--- src/rtl/mainram_bus_ctrl_pkg.sv ---
// ---------------------------------------------------------------------------
// mainram_pkg
// Shared types and helpers for the main work RAM bus controller.
//   size_e  : access size encoding as seen on the request ports
//   state_e : controller FSM states
//   owner_e : which requester currently holds the grant
//   byteena_of(size, addr_lo) : RAM byte enables for an access
//   beats_of(size)            : number of 16-bit bus beats for an access
// ---------------------------------------------------------------------------
package mainram_pkg;

    typedef enum logic [1:0] {
        SZ_BYTE = 2'd0,
        SZ_HALF = 2'd1,
        SZ_WORD = 2'd2
    } size_e;

    typedef enum logic [1:0] {
        ST_IDLE   = 2'd0,
        ST_WAIT   = 2'd1,
        ST_ACCESS = 2'd2,
        ST_DONE   = 2'd3
    } state_e;

    typedef enum logic {
        OWN_CPU = 1'b0,
        OWN_DMA = 1'b1
    } owner_e;

    // Size code 3 falls into the default arm and behaves as a word.
    function automatic logic [3:0] byteena_of(input logic [1:0] size, input logic [1:0] addr_lo);
        logic [3:0] be;
        case (size)
            SZ_BYTE: be = 4'b0001 << addr_lo;
            SZ_HALF: be = addr_lo[1] ? 4'b1100 : 4'b0011;
            default: be = 4'b1111;
        endcase
        return be;
    endfunction

    // The external bus is 16 bits wide, so only full words need two beats.
    function automatic int beats_of(input logic [1:0] size);
        return ((size == SZ_BYTE) || (size == SZ_HALF)) ? 1 : 2;
    endfunction

endpackage

--- src/rtl/mainram_bus_ctrl_if.sv ---
// ---------------------------------------------------------------------------
// mainram_bus_ctrl_if
// Bundles the CPU request port, the DMA request port and the RAM array port.
//   master : the environment (CPU, DMA engine and RAM array)
//   slave  : the bus controller
// Parameter RAM_AW sets the RAM word-address width.
// ---------------------------------------------------------------------------
interface mainram_bus_ctrl_if #(
    parameter int RAM_AW = 14
);
    logic              cpu_req;
    logic              cpu_rnw;
    logic [1:0]        cpu_size;
    logic [23:0]       cpu_addr;
    logic [31:0]       cpu_wdata;
    logic              cpu_ack;
    logic [31:0]       cpu_rdata;

    logic              dma_req;
    logic              dma_rnw;
    logic [1:0]        dma_size;
    logic [23:0]       dma_addr;
    logic [31:0]       dma_wdata;
    logic              dma_ack;
    logic [31:0]       dma_rdata;

    logic              ram_wren;
    logic [31:0]       ram_data;
    logic [3:0]        ram_byteena;
    logic [RAM_AW-1:0] ram_address;
    logic [31:0]       ram_q;

    modport master (
        output cpu_req, cpu_rnw, cpu_size, cpu_addr, cpu_wdata,
        input  cpu_ack, cpu_rdata,
        output dma_req, dma_rnw, dma_size, dma_addr, dma_wdata,
        input  dma_ack, dma_rdata,
        input  ram_wren, ram_data, ram_byteena, ram_address,
        output ram_q
    );

    modport slave (
        input  cpu_req, cpu_rnw, cpu_size, cpu_addr, cpu_wdata,
        output cpu_ack, cpu_rdata,
        input  dma_req, dma_rnw, dma_size, dma_addr, dma_wdata,
        output dma_ack, dma_rdata,
        output ram_wren, ram_data, ram_byteena, ram_address,
        input  ram_q
    );
endinterface

--- src/rtl/mainram_bus_ctrl_lane_align.sv ---
// ---------------------------------------------------------------------------
// mainram_lane_align
// Purely combinational lane handling between a requester and the 32-bit RAM.
//   i_size, i_addr_lo : access size and byte offset within the word
//   i_wdata           : right-justified write data
//   i_ram_q           : raw RAM word
//   o_wdata_rep       : write data replicated onto every lane
//   o_byteena         : byte enables for the access
//   o_rdata           : read data extracted (byte/half, zero-extended) or
//                       rotated (word, misaligned ARM LDR semantics)
// ---------------------------------------------------------------------------
module mainram_lane_align
    import mainram_pkg::*;
(
    input  logic [1:0]  i_size,
    input  logic [1:0]  i_addr_lo,
    input  logic [31:0] i_wdata,
    input  logic [31:0] i_ram_q,
    output logic [31:0] o_wdata_rep,
    output logic [3:0]  o_byteena,
    output logic [31:0] o_rdata
);
    logic [7:0]  w_lane [4];
    logic [15:0] w_half;
    logic [31:0] w_rot;

    for (genvar gi = 0; gi < 4; gi++) begin : g_lane
        assign w_lane[gi] = i_ram_q[8*gi +: 8];
    end

    always_comb begin
        o_byteena   = byteena_of(i_size, i_addr_lo);
        o_wdata_rep = i_wdata;
        case (i_size)
            SZ_BYTE: o_wdata_rep = {4{i_wdata[7:0]}};
            SZ_HALF: o_wdata_rep = {2{i_wdata[15:0]}};
            default: o_wdata_rep = i_wdata;
        endcase
    end

    always_comb begin
        w_half = i_addr_lo[1] ? i_ram_q[31:16] : i_ram_q[15:0];
        // Rotate right by 8 x offset.
        w_rot  = i_ram_q;
        case (i_addr_lo)
            2'd1:    w_rot = {i_ram_q[7:0],  i_ram_q[31:8]};
            2'd2:    w_rot = {i_ram_q[15:0], i_ram_q[31:16]};
            2'd3:    w_rot = {i_ram_q[23:0], i_ram_q[31:24]};
            default: w_rot = i_ram_q;
        endcase
        case (i_size)
            SZ_BYTE: o_rdata = {24'h0, w_lane[i_addr_lo]};
            SZ_HALF: o_rdata = {16'h0, w_half};
            default: o_rdata = w_rot;
        endcase
    end
endmodule

--- src/rtl/mainram_bus_ctrl.sv ---
// ---------------------------------------------------------------------------
// mainram_bus_ctrl
// Bus-side front end for the 16K x 32 main work RAM. Arbitrates CPU and DMA
// (DMA has fixed priority), inserts EWRAM wait states (word = two 16-bit
// beats), steers write lanes and aligns read data.
//   clock    : sole clock, rising edge
//   reset_n  : synchronous active-low reset
//   bus      : slave side of mainram_bus_ctrl_if (CPU, DMA and RAM ports)
// Optional macro MAINRAM_PERF_EN adds:
//   perf_wait_cycles : cycles spent in WAIT (wraps)
//   perf_conflicts   : IDLE cycles with both requests high (wraps)
// ---------------------------------------------------------------------------
module mainram_bus_ctrl
    import mainram_pkg::*;
#(
    parameter int WAIT_STATES = 2,
    parameter int RAM_AW      = 14
) (
    input  logic               clock,
    input  logic               reset_n,
    mainram_bus_ctrl_if.slave  bus
`ifdef MAINRAM_PERF_EN
    ,
    output logic [31:0]        perf_wait_cycles,
    output logic [31:0]        perf_conflicts
`endif
);
    localparam int MAX_N = 2 * (WAIT_STATES + 1);
    localparam int CNT_W = $clog2(MAX_N + 1);

    state_e            r_state;
    owner_e            r_owner;
    logic              r_rnw;
    logic [1:0]        r_size;
    logic [RAM_AW+1:0] r_addr;
    logic [31:0]       r_wdata;
    logic [CNT_W-1:0]  r_cnt;
    logic              r_cpu_ack;
    logic              r_dma_ack;
    logic [31:0]       r_cpu_rdata;
    logic [31:0]       r_dma_rdata;
    logic              r_ram_wren;
    logic [31:0]       r_ram_data;
    logic [3:0]        r_ram_byteena;
    logic [RAM_AW-1:0] r_ram_address;

    logic              w_any_req;
    logic              w_in_rnw;
    logic [1:0]        w_in_size;
    logic [RAM_AW+1:0] w_in_addr;
    logic [31:0]       w_in_wdata;
    logic [CNT_W-1:0]  w_in_load;
    logic              w_sel_rnw;
    logic [1:0]        w_sel_size;
    logic [RAM_AW+1:0] w_sel_addr;
    logic [31:0]       w_sel_wdata;
    logic              w_enter_access;
    logic [31:0]       w_wdata_rep;
    logic [3:0]        w_byteena;
    logic [31:0]       w_rdata;
    logic              w_unused_addr_hi;

    // Address bits above the RAM window are mirrors and deliberately dropped.
    assign w_unused_addr_hi = ^{bus.cpu_addr[23:RAM_AW+2], bus.dma_addr[23:RAM_AW+2]};

    // Arbitration: DMA wins whenever it is requesting.
    always_comb begin
        w_any_req  = bus.cpu_req | bus.dma_req;
        w_in_rnw   = bus.dma_req ? bus.dma_rnw   : bus.cpu_rnw;
        w_in_size  = bus.dma_req ? bus.dma_size  : bus.cpu_size;
        w_in_addr  = bus.dma_req ? bus.dma_addr[RAM_AW+1:0] : bus.cpu_addr[RAM_AW+1:0];
        w_in_wdata = bus.dma_req ? bus.dma_wdata : bus.cpu_wdata;
        w_in_load  = CNT_W'((WAIT_STATES + 1) * beats_of(w_in_size) - 1);
    end

    // In IDLE the incoming request feeds the lane logic directly so that a
    // zero-wait access can go straight to ACCESS; otherwise use the latch.
    always_comb begin
        w_sel_rnw   = (r_state == ST_IDLE) ? w_in_rnw   : r_rnw;
        w_sel_size  = (r_state == ST_IDLE) ? w_in_size  : r_size;
        w_sel_addr  = (r_state == ST_IDLE) ? w_in_addr  : r_addr;
        w_sel_wdata = (r_state == ST_IDLE) ? w_in_wdata : r_wdata;
        w_enter_access = ((r_state == ST_IDLE) && w_any_req && (w_in_load == '0)) ||
                         ((r_state == ST_WAIT) && (r_cnt == CNT_W'(1)));
    end

    mainram_lane_align u_lane_align (
        .i_size      (w_sel_size),
        .i_addr_lo   (w_sel_addr[1:0]),
        .i_wdata     (w_sel_wdata),
        .i_ram_q     (bus.ram_q),
        .o_wdata_rep (w_wdata_rep),
        .o_byteena   (w_byteena),
        .o_rdata     (w_rdata)
    );

    always_ff @(posedge clock) begin
        if (!reset_n) begin
            r_state       <= ST_IDLE;
            r_owner       <= OWN_CPU;
            r_rnw         <= 1'b1;
            r_size        <= 2'd0;
            r_addr        <= '0;
            r_wdata       <= '0;
            r_cnt         <= '0;
            r_cpu_ack     <= 1'b0;
            r_dma_ack     <= 1'b0;
            r_cpu_rdata   <= '0;
            r_dma_rdata   <= '0;
            r_ram_wren    <= 1'b0;
            r_ram_data    <= '0;
            r_ram_byteena <= '0;
            r_ram_address <= '0;
        end else begin
            r_cpu_ack  <= 1'b0;
            r_dma_ack  <= 1'b0;
            r_ram_wren <= 1'b0;
            case (r_state)
                ST_IDLE: begin
                    if (w_any_req) begin
                        r_owner <= bus.dma_req ? OWN_DMA : OWN_CPU;
                        r_rnw   <= w_in_rnw;
                        r_size  <= w_in_size;
                        r_addr  <= w_in_addr;
                        r_wdata <= w_in_wdata;
                        r_cnt   <= w_in_load;
                        r_state <= (w_in_load == '0) ? ST_ACCESS : ST_WAIT;
                    end
                end
                ST_WAIT: begin
                    r_cnt <= r_cnt - CNT_W'(1);
                    if (r_cnt == CNT_W'(1)) begin
                        r_state <= ST_ACCESS;
                    end
                end
                ST_ACCESS: begin
                    // ram_q reflects ram_address during this cycle.
                    if (r_owner == OWN_DMA) begin
                        r_dma_rdata <= w_rdata;
                        r_dma_ack   <= 1'b1;
                    end else begin
                        r_cpu_rdata <= w_rdata;
                        r_cpu_ack   <= 1'b1;
                    end
                    r_state <= ST_DONE;
                end
                default: begin
                    r_state <= ST_IDLE;
                end
            endcase

            // RAM port registers load on the edge into ACCESS and then hold.
            if (w_enter_access) begin
                r_ram_wren    <= ~w_sel_rnw;
                r_ram_data    <= w_wdata_rep;
                r_ram_byteena <= w_byteena;
                r_ram_address <= w_sel_addr[RAM_AW+1:2];
            end
        end
    end

    assign bus.cpu_ack     = r_cpu_ack;
    assign bus.cpu_rdata   = r_cpu_rdata;
    assign bus.dma_ack     = r_dma_ack;
    assign bus.dma_rdata   = r_dma_rdata;
    assign bus.ram_wren    = r_ram_wren;
    assign bus.ram_data    = r_ram_data;
    assign bus.ram_byteena = r_ram_byteena;
    assign bus.ram_address = r_ram_address;

`ifdef MAINRAM_PERF_EN
    logic [31:0] r_perf_wait;
    logic [31:0] r_perf_conf;

    always_ff @(posedge clock) begin
        if (!reset_n) begin
            r_perf_wait <= '0;
            r_perf_conf <= '0;
        end else begin
            if (r_state == ST_WAIT) begin
                r_perf_wait <= r_perf_wait + 32'd1;
            end
            if ((r_state == ST_IDLE) && bus.cpu_req && bus.dma_req) begin
                r_perf_conf <= r_perf_conf + 32'd1;
            end
        end
    end

    assign perf_wait_cycles = r_perf_wait;
    assign perf_conflicts   = r_perf_conf;
`endif
endmodule

--- src/flat_wrapper.sv ---
// flat-port wrapper written by rule: the top's interface ports become plain ports
module mainram_bus_ctrl_flat import mainram_pkg::*;
#(
    parameter int WAIT_STATES = 2,
    parameter int RAM_AW      = 14
)
  (clock, reset_n, bus_cpu_req, bus_cpu_rnw, bus_cpu_size, bus_cpu_addr, bus_cpu_wdata, bus_cpu_ack, bus_cpu_rdata, bus_dma_req, bus_dma_rnw, bus_dma_size, bus_dma_addr, bus_dma_wdata, bus_dma_ack, bus_dma_rdata, bus_ram_wren, bus_ram_data, bus_ram_byteena, bus_ram_address, bus_ram_q);
  mainram_bus_ctrl_if #(.RAM_AW(RAM_AW)) bus_i ();
  input  logic clock;
  input  logic reset_n;
  input wire logic [$bits(bus_i.cpu_req)-1:0] bus_cpu_req;
  input wire logic [$bits(bus_i.cpu_rnw)-1:0] bus_cpu_rnw;
  input wire logic [$bits(bus_i.cpu_size)-1:0] bus_cpu_size;
  input wire logic [$bits(bus_i.cpu_addr)-1:0] bus_cpu_addr;
  input wire logic [$bits(bus_i.cpu_wdata)-1:0] bus_cpu_wdata;
  output wire logic [$bits(bus_i.cpu_ack)-1:0] bus_cpu_ack;
  output wire logic [$bits(bus_i.cpu_rdata)-1:0] bus_cpu_rdata;
  input wire logic [$bits(bus_i.dma_req)-1:0] bus_dma_req;
  input wire logic [$bits(bus_i.dma_rnw)-1:0] bus_dma_rnw;
  input wire logic [$bits(bus_i.dma_size)-1:0] bus_dma_size;
  input wire logic [$bits(bus_i.dma_addr)-1:0] bus_dma_addr;
  input wire logic [$bits(bus_i.dma_wdata)-1:0] bus_dma_wdata;
  output wire logic [$bits(bus_i.dma_ack)-1:0] bus_dma_ack;
  output wire logic [$bits(bus_i.dma_rdata)-1:0] bus_dma_rdata;
  output wire logic [$bits(bus_i.ram_wren)-1:0] bus_ram_wren;
  output wire logic [$bits(bus_i.ram_data)-1:0] bus_ram_data;
  output wire logic [$bits(bus_i.ram_byteena)-1:0] bus_ram_byteena;
  output wire logic [$bits(bus_i.ram_address)-1:0] bus_ram_address;
  input wire logic [$bits(bus_i.ram_q)-1:0] bus_ram_q;
  assign bus_i.cpu_req = bus_cpu_req;
  assign bus_i.cpu_rnw = bus_cpu_rnw;
  assign bus_i.cpu_size = bus_cpu_size;
  assign bus_i.cpu_addr = bus_cpu_addr;
  assign bus_i.cpu_wdata = bus_cpu_wdata;
  assign bus_cpu_ack = bus_i.cpu_ack;
  assign bus_cpu_rdata = bus_i.cpu_rdata;
  assign bus_i.dma_req = bus_dma_req;
  assign bus_i.dma_rnw = bus_dma_rnw;
  assign bus_i.dma_size = bus_dma_size;
  assign bus_i.dma_addr = bus_dma_addr;
  assign bus_i.dma_wdata = bus_dma_wdata;
  assign bus_dma_ack = bus_i.dma_ack;
  assign bus_dma_rdata = bus_i.dma_rdata;
  assign bus_ram_wren = bus_i.ram_wren;
  assign bus_ram_data = bus_i.ram_data;
  assign bus_ram_byteena = bus_i.ram_byteena;
  assign bus_ram_address = bus_i.ram_address;
  assign bus_i.ram_q = bus_ram_q;
  mainram_bus_ctrl #(.WAIT_STATES(WAIT_STATES), .RAM_AW(RAM_AW)) u_core (.clock(clock), .reset_n(reset_n), .bus(bus_i));
endmodule
--- config.mk ---
export PLATFORM = sky130hd
export DESIGN_NAME = mainram_bus_ctrl_flat
export DESIGN_NICKNAME = d
export VERILOG_FILES = /design/src/rtl/mainram_bus_ctrl_pkg.sv /design/src/rtl/mainram_bus_ctrl_if.sv /design/src/rtl/mainram_bus_ctrl_lane_align.sv /design/src/rtl/mainram_bus_ctrl.sv /design/src/flat_wrapper.sv
export SDC_FILE = /design/constraint.sdc
export NUM_CORES = 1
export LEC_CHECK = 0
export BUFFER_PORTS_ARGS = -buffer_cell sky130_fd_sc_hd__buf_2
export CORE_MARGIN = 1.5
export CORE_UTILIZATION = 40
export CTS_CLUSTER_SIZE = 25
export DETAILED_ROUTE_END_ITERATION = 16
export PLACE_DENSITY = 0.72
export REMOVE_ABC_BUFFERS = 1
export SETUP_SLACK_MARGIN = 0.02
export SYNTH_ARGS = -nofsm -noshare
export SYNTH_HDL_FRONTEND = slang
export SYNTH_HIERARCHICAL = 1
export SYNTH_SLANG_ARGS = --single-unit
--- constraint.sdc ---
create_clock -name clock -period 2.76 [get_ports clock]
set_input_delay 0.138 -clock clock [delete_from_list [all_inputs] [get_ports clock]]
set_output_delay 0.138 -clock clock [all_outputs]
set_load 0.005 [all_outputs]
# Yosys cells after proc, flatten, opt, wreduce, memory -nomap -nowiden
# Index checks and enable logic that the tools add are counted.
[totals]
regBits = 174
inputBits = 154
output_inout_bits = 117
elab_cells = 78
[classes]
add_sub_neg = 2
n_mul = 1
n_lt_le_gt_ge = 1
n_eq_ne = 10
shifts = 1
muxes = 27
bitwise_logic = 4
n_reduce_logical = 17
[op_table]
columns = ["cell", "count"]
rows = [
  ["$pmux 32 s2", 2],
  ["$pmux 32 s3", 1],
  ["$mux 32", 2],
  ["$mux 16", 3],
  ["$mul 3x32->3 const A", 1],
  ["$bmux 8 s2", 1],
  ["$mux 8", 2],
  ["$reduce_and 2->1", 7],
  ["$mux 2", 6],
  ["$eq 2x1->1 const B", 4],
  ["$pmux 4 s2", 1],
  ["$eq 2x2->1 const B", 3],
  ["$logic_not 2->1", 3],
  ["$pmux 2 s3", 1],
  ["$pmux 3 s2", 1],
  ["$mux 1", 5],
  ["$mux 4", 1],
  ["$shl 1x2->4 const A", 1],
  ["$eq 3x1->1 const B", 1],
  ["$ge 3x3->1 const B", 1],
  ["$logic_and 1x1->1", 3],
  ["$logic_not 3->1", 1],
  ["$mux 3", 1],
  ["$not 2->3", 1],
  ["other kinds (8)", 10],
]

# Logic depth before layout (Yosys ltp)
[depth]
depth_word = 10
depth_mapped = 14
mapped_depth_nobuf = 9

# By module
# Netlist, hierarchy kept.
[modules_own_cells]
columns = ["module", "instances", "cells_per_inst", "area_per_inst_um2", "seq_area_each_um2"]
rows = [
  ["mainram_bus_ctrl", 1, 883, 7597.3, 3483.3],
  ["mainram_lane_align", 1, 191, 1639.1, 0.0],
]

# Least setup slack after synthesis
# OpenSTA, ideal clock, no wires.
[synth_path]
path_kind = "reg-to-reg"
from = "register u_core.r_state[0]"
to = "register u_core.r_cpu_rdata[5] (netlist: u_core/bus.cpu_rdata[5])"
setup_time_ps = 122
t_arrival_ps = 2328
t_required_ps = 2638
slack_ps = 309
path_stages_with_launch = 12
path_buffers = 4
period_less_slack_ps = 2451
path_cell_list = "dfxtp_1 > inv_1 > ha_1 > buf_2 > buf_1 > a21oi_1 > buf_6 > clkbuf_1 > mux2_2 > mux2_4 > nand2_1 > a21boi_0"
[synth_between]
elab_chain_cells = 7
word_cells_on_any_way = 17
cone_classes = "eq/ne: 5; mux: 8; bitwise: 1; reduce/logical: 3"
[synth_rtl]
columns = ["element", "line_no", "rtl"]
rows = [
  ["start, declared", "mainram_bus_ctrl.sv:31", "state_e r_state;"],
  ["start signal, assigned", "mainram_bus_ctrl.sv:127", "r_state <= (w_in_load == '0) ? ST_ACCESS : ST_WAIT;"],
  ["$logic_not 2->1 *", "mainram_bus_ctrl.sv:81", "w_sel_addr = (r_state == ST_IDLE) ? w_in_addr : r_addr;"],
  ["$mux 16 *", "mainram_bus_ctrl.sv:81", ""],
  ["via u_core.w_sel_addr[1]", "mainram_bus_ctrl.sv:55", "logic [RAM_AW+1:0] w_sel_addr;"],
  ["$not 2->3 (not written as such)", "mainram_bus_ctrl_lane_align.sv:52", "SZ_BYTE: o_rdata = {24'h0, w_lane[i_addr_lo]};"],
  ["$bmux 8 s2", "mainram_bus_ctrl_lane_align.sv:52", ""],
  ["$mux 8 (not written as such) (2 in a row)", "mainram_bus_ctrl_lane_align.sv:52", ""],
  ["$pmux 32 s2 *", "mainram_bus_ctrl_lane_align.sv:51", "case (i_size)"],
  ["via u_core.w_rdata[5]", "mainram_bus_ctrl.sv:60", "logic [31:0] w_rdata;"],
  ["end signal, assigned", "mainram_bus_ctrl.sv:142", "r_cpu_rdata <= w_rdata;"],
  ["end, declared", "mainram_bus_ctrl.sv:40", "logic [31:0] r_cpu_rdata;"],
]
# Mark *: on every way through the listed nets, which the timed path passes. The rest lies on a longest branch. The select of a mux whose other input is x is not followed.
# A chain may end at the register's enable or synchronous reset.

# Final worst setup path
[layout_path]
from = "register u_core.r_state[1]"
to = "register u_core.r_dma_rdata[14] (netlist: u_core/bus.dma_rdata[14])"
[layout_between]
elab_chain_cells = 5
word_cells_on_any_way = 13
cone_classes = "eq/ne: 5; mux: 5; reduce/logical: 3"
[layout_rtl]
columns = ["element", "line_no", "rtl"]
rows = [
  ["$logic_not 2->1 *", "mainram_bus_ctrl.sv:81", ""],
  ["$mux 16 *", "mainram_bus_ctrl.sv:81", ""],
  ["via u_core.w_sel_addr[1]", "mainram_bus_ctrl.sv:55", ""],
  ["$eq 2x2->1 / $eq 2x1->1 (equally long branches)", "mainram_bus_ctrl_lane_align.sv:45", "case (i_addr_lo)"],
  ["$pmux 32 s3", "mainram_bus_ctrl_lane_align.sv:45", ""],
  ["$pmux 32 s2 *", "mainram_bus_ctrl_lane_align.sv:51", ""],
  ["via u_core.w_rdata[14]", "mainram_bus_ctrl.sv:60", ""],
  ["end signal, assigned", "mainram_bus_ctrl.sv:139", "r_dma_rdata <= w_rdata;"],
  ["end, declared", "mainram_bus_ctrl.sv:41", "logic [31:0] r_dma_rdata;"],
]
# Mark *: on every way through the listed nets, which the timed path passes. The rest lies on a longest branch.

==> flow_summary_export.csv <==
group,metric,value,unit
outcome,status,"completed",
die,start_util,0.408,
power,peakVddDrop,0.437,mV
global_route,grt_pass1_vias,7656,
sta,maxSlewViolCount,0,
global_route,antenna_found_initial,1,
global_route,grt_start_max_net_pins,82,
cells_and_area,syn_to_final_growth,20.9,%
clock_network,clock-root-buffer,"clkbuf_16",
sta,fin_skew,16.7,ps
sta,clock.fmax,0.399,GHz
clock_network,clock_latency,430,ps
detailed_routing,wl_per_cell,16.3,um
logic_synthesis,async_flop_share,0,
power,total_leakage_power,5.33,nW
placed_design,gp_congestion,0.826,
clock_network,ctsResizeCount,0,
logic_synthesis,yosys_register_bits,174,
die,placementRows,55,
detailed_routing,drt-vias-per-instance,5.24,
detailed_routing,wl,25.6,mm
sta,hold_viol_final,0,
sta,fin_hold_ws,74.3,ps
logic_synthesis,synth_top_cell_by_area,"dfxtp_1",
sta,setup_violations,0,
placed_design,dp_hpwl,17.6,mm
logic_synthesis,synth_top_area_frac,0.377,
run,max-cap-violations,0,
cells_and_area,drive_gt1_frac,0.288,
setup_path,worst-endpoint-required,3100,ps
cells_and_area,fin_nets,1434,
logic_synthesis,yosysWarnings,6,
clock_network,cts_buffers,17,
sta,period_share,0.908,
cells_and_area,multi_input_comb_area,5130,um^2
setup_path,crit_path_end_kind,"flop",
cells_and_area,seqCellArea,3480,um^2
detailed_routing,num_vias,8226,
cells_and_area,fillCellCount,2190,
die,die_height,155,um
cells_and_area,final_util,0.493,
clock_network,cts_htree_levels,4,
sta,rsz0062_at_grt,"no",
clock_network,cts_max_path_buffers,2,
die,core_area,22600,um^2
die,fp.dieArea,24000,um^2
clock_network,cts_hold_buffers,0,
clock_network,cts_sinks,174,
power,power_density,1050,nW/um^2
sta,maxSlewHeadroom,0.619,
sta,min_period,2510,ps
sta,tightest_slew,572,ps
detailed_routing,dr.pass1.iters,7,
setup_path,crit_fanout,44,
detailed_routing,first_iter_violations,501,
logic_synthesis,ys_top_cells_by_area,"dfxtp_1, nand2_1, mux2i_1, o211a_1, a21boi_0",
min_path,hp-class,"in2reg",
clock_network,cts_tree,"built",
die,die_x,155,um
setup_path,crit_arrival,2850,ps
power,total_power,11.7,mW
setup_path,worstSetupStartpointType,"flop",
global_route,grt.total_usage,0.212,
clock_network,cts_setup_buffers,0,
detailed_routing,drc,0,
setup_path,path_class,"reg2reg",
die,io_pins,271,
logic_synthesis,synth_edf_count,0,
logic_synthesis,seq_area_frac_synth,0.377,
global_route,grt_pass1_wl,40.3,mm
logic_synthesis,netlist_area,9240,um^2
logic_synthesis,synth_top_flop_cell,"dfxtp_1",
logic_synthesis,avgSynthCellArea,8.60,um^2
detailed_routing,ant_nets,0,
logic_synthesis,postSynthCellCount,1074,
global_route,grt-ovfl-total,0,
logic_synthesis,yosysUniqueCellTypes,45,
clock_network,cts.clk_slew.worst_paths,70,ps
placed_design,port_buffers,254,
## metrics by stage
step	setup slack, ps	instances	area [um^2]	setup TNS (ps)
global route	50.7	1570	11200	0
floorplan	-2280	975	8600	-264270
detailed placement	283	1538	10600	0
CTS	262	1570	11200	0
finish	253	1571	11200	0
global placement	383	1538	10600	0
## placed cells by master (no fill, tap or decap), types with 3 or more instances in the layout
master	count
mux2_2	32
a21oi_4	3
mux4_2	4
and2_1	26
dfxtp_1	174
nand3_1	15
mux2i_1	70
a21boi_1	44
nor2b_1	11
clkbuf_16	17
inv_1	7
a21oi_1	50
clkinv_4	3
clkinvlp_4	3
a22oi_1	9
o21ai_1	17
mux2_4	8
ha_1	7
o21ai_0	26
mux4_1	4
buf_4	18
nor2_1	57
nand2_1	271
o211a_1	50
o311a_1	8
a21boi_0	57
inv_8	3
buf_12	8
buf_2	252
## logic make-up after synthesis
group,synth area share
muxes,0.149
adders and majority gates,0.0108
AOI/OAI and AO/OA,0.213
and+or+nand+nor,0.177
DFF,0.377
buffers and inverters,0.0730
## sequential cells by signal, indices dropped and copies added, names as in the netlist
name	cells
u_core/bus.ram_address	14
u_core/r_cnt	3
u_core/r_state	2
u_core/bus.ram_wren	1
u_core/bus.ram_byteena	4
u_core/bus.cpu_ack	1
u_core/r_wdata	32
u_core/bus.cpu_rdata	32
u_core/bus.dma_ack	1
u_core/bus.dma_rdata	32
u_core/r_rnw	1
u_core/r_size	2
u_core/bus.ram_data	32
u_core/r_owner	1
u_core/r_addr	16
## final timing paths
path | startpoint | to | slack (ps) | cells after the start
setup / recovery | u_core/r_state[1] | u_core/bus.dma_rdata[14] | 250 | 10
hold / removal | bus_cpu_wdata[16] | u_core/r_wdata[16] | 70 | 4
setup reg to reg | u_core/r_state[1] | u_core/bus.dma_rdata[14] | 250 | 10
hold reg to reg | u_core/bus.dma_rdata[3] | u_core/bus.dma_rdata[3] | 450 | 2
## worst max-delay path, stage by stage (launching register included)
cell,delay [ps]
dfxtp_1,340
inv_1,130
ha_2,430
buf_4,210
a21oi_4,60
buf_12,190
and3b_1,510
a22oi_1,110
o21ai_0,180
nand2_1,80
a21boi_0,190
## metal layers
metal / share of wire / GRT usage
met4: 0.013 / 0.0453
met2: 0.47 / 0.359
met3: 0.083 / 0.0635
met1: 0.44 / 0.265
met5: 0 / 0
## synth_stat cells (2+ instances only)
library cell and count:
nor2_1 57, o21ai_0 26, a21oi_1 54, buf_1 5, a21o_1 2, nand2b_1 2
a21boi_1 44, mux4_2 4, and2_1 26, buf_6 19, inv_2 2, mux4_1 4
o21ai_1 17, dfxtp_1 174, nand2b_4 2, a22oi_1 9, o311a_1 8, nor2b_1 12
buf_2 32, mux2_4 8, a21boi_0 57, ha_1 8, nand2_1 271, inv_1 7
o21bai_1 2, clkbuf_1 25, o211a_1 50, mux2i_1 70, nand3_1 15, mux2_2 32
buf_4 16
## final cells by class
cell class	count	share of cell area
diodes	1	0.000224
repair buffers	278	0.139
clock buffers	20	0.0409
flip-flops and latches	174	0.312
multi-input cells	792	0.459
clock inverters	12	0.0136
well taps	285	0.0319
inverters	9	0.00302
## report_power, final
group	internal, mW	leakage (nW)	total [mW]	switching [mW]
logic	2.58	3.62	5.94	3.36
registers	3.02	1.42	3.29	0.273
clock network	1.41	0.289	2.51	1.10
(Power assumes the default switching activity.)
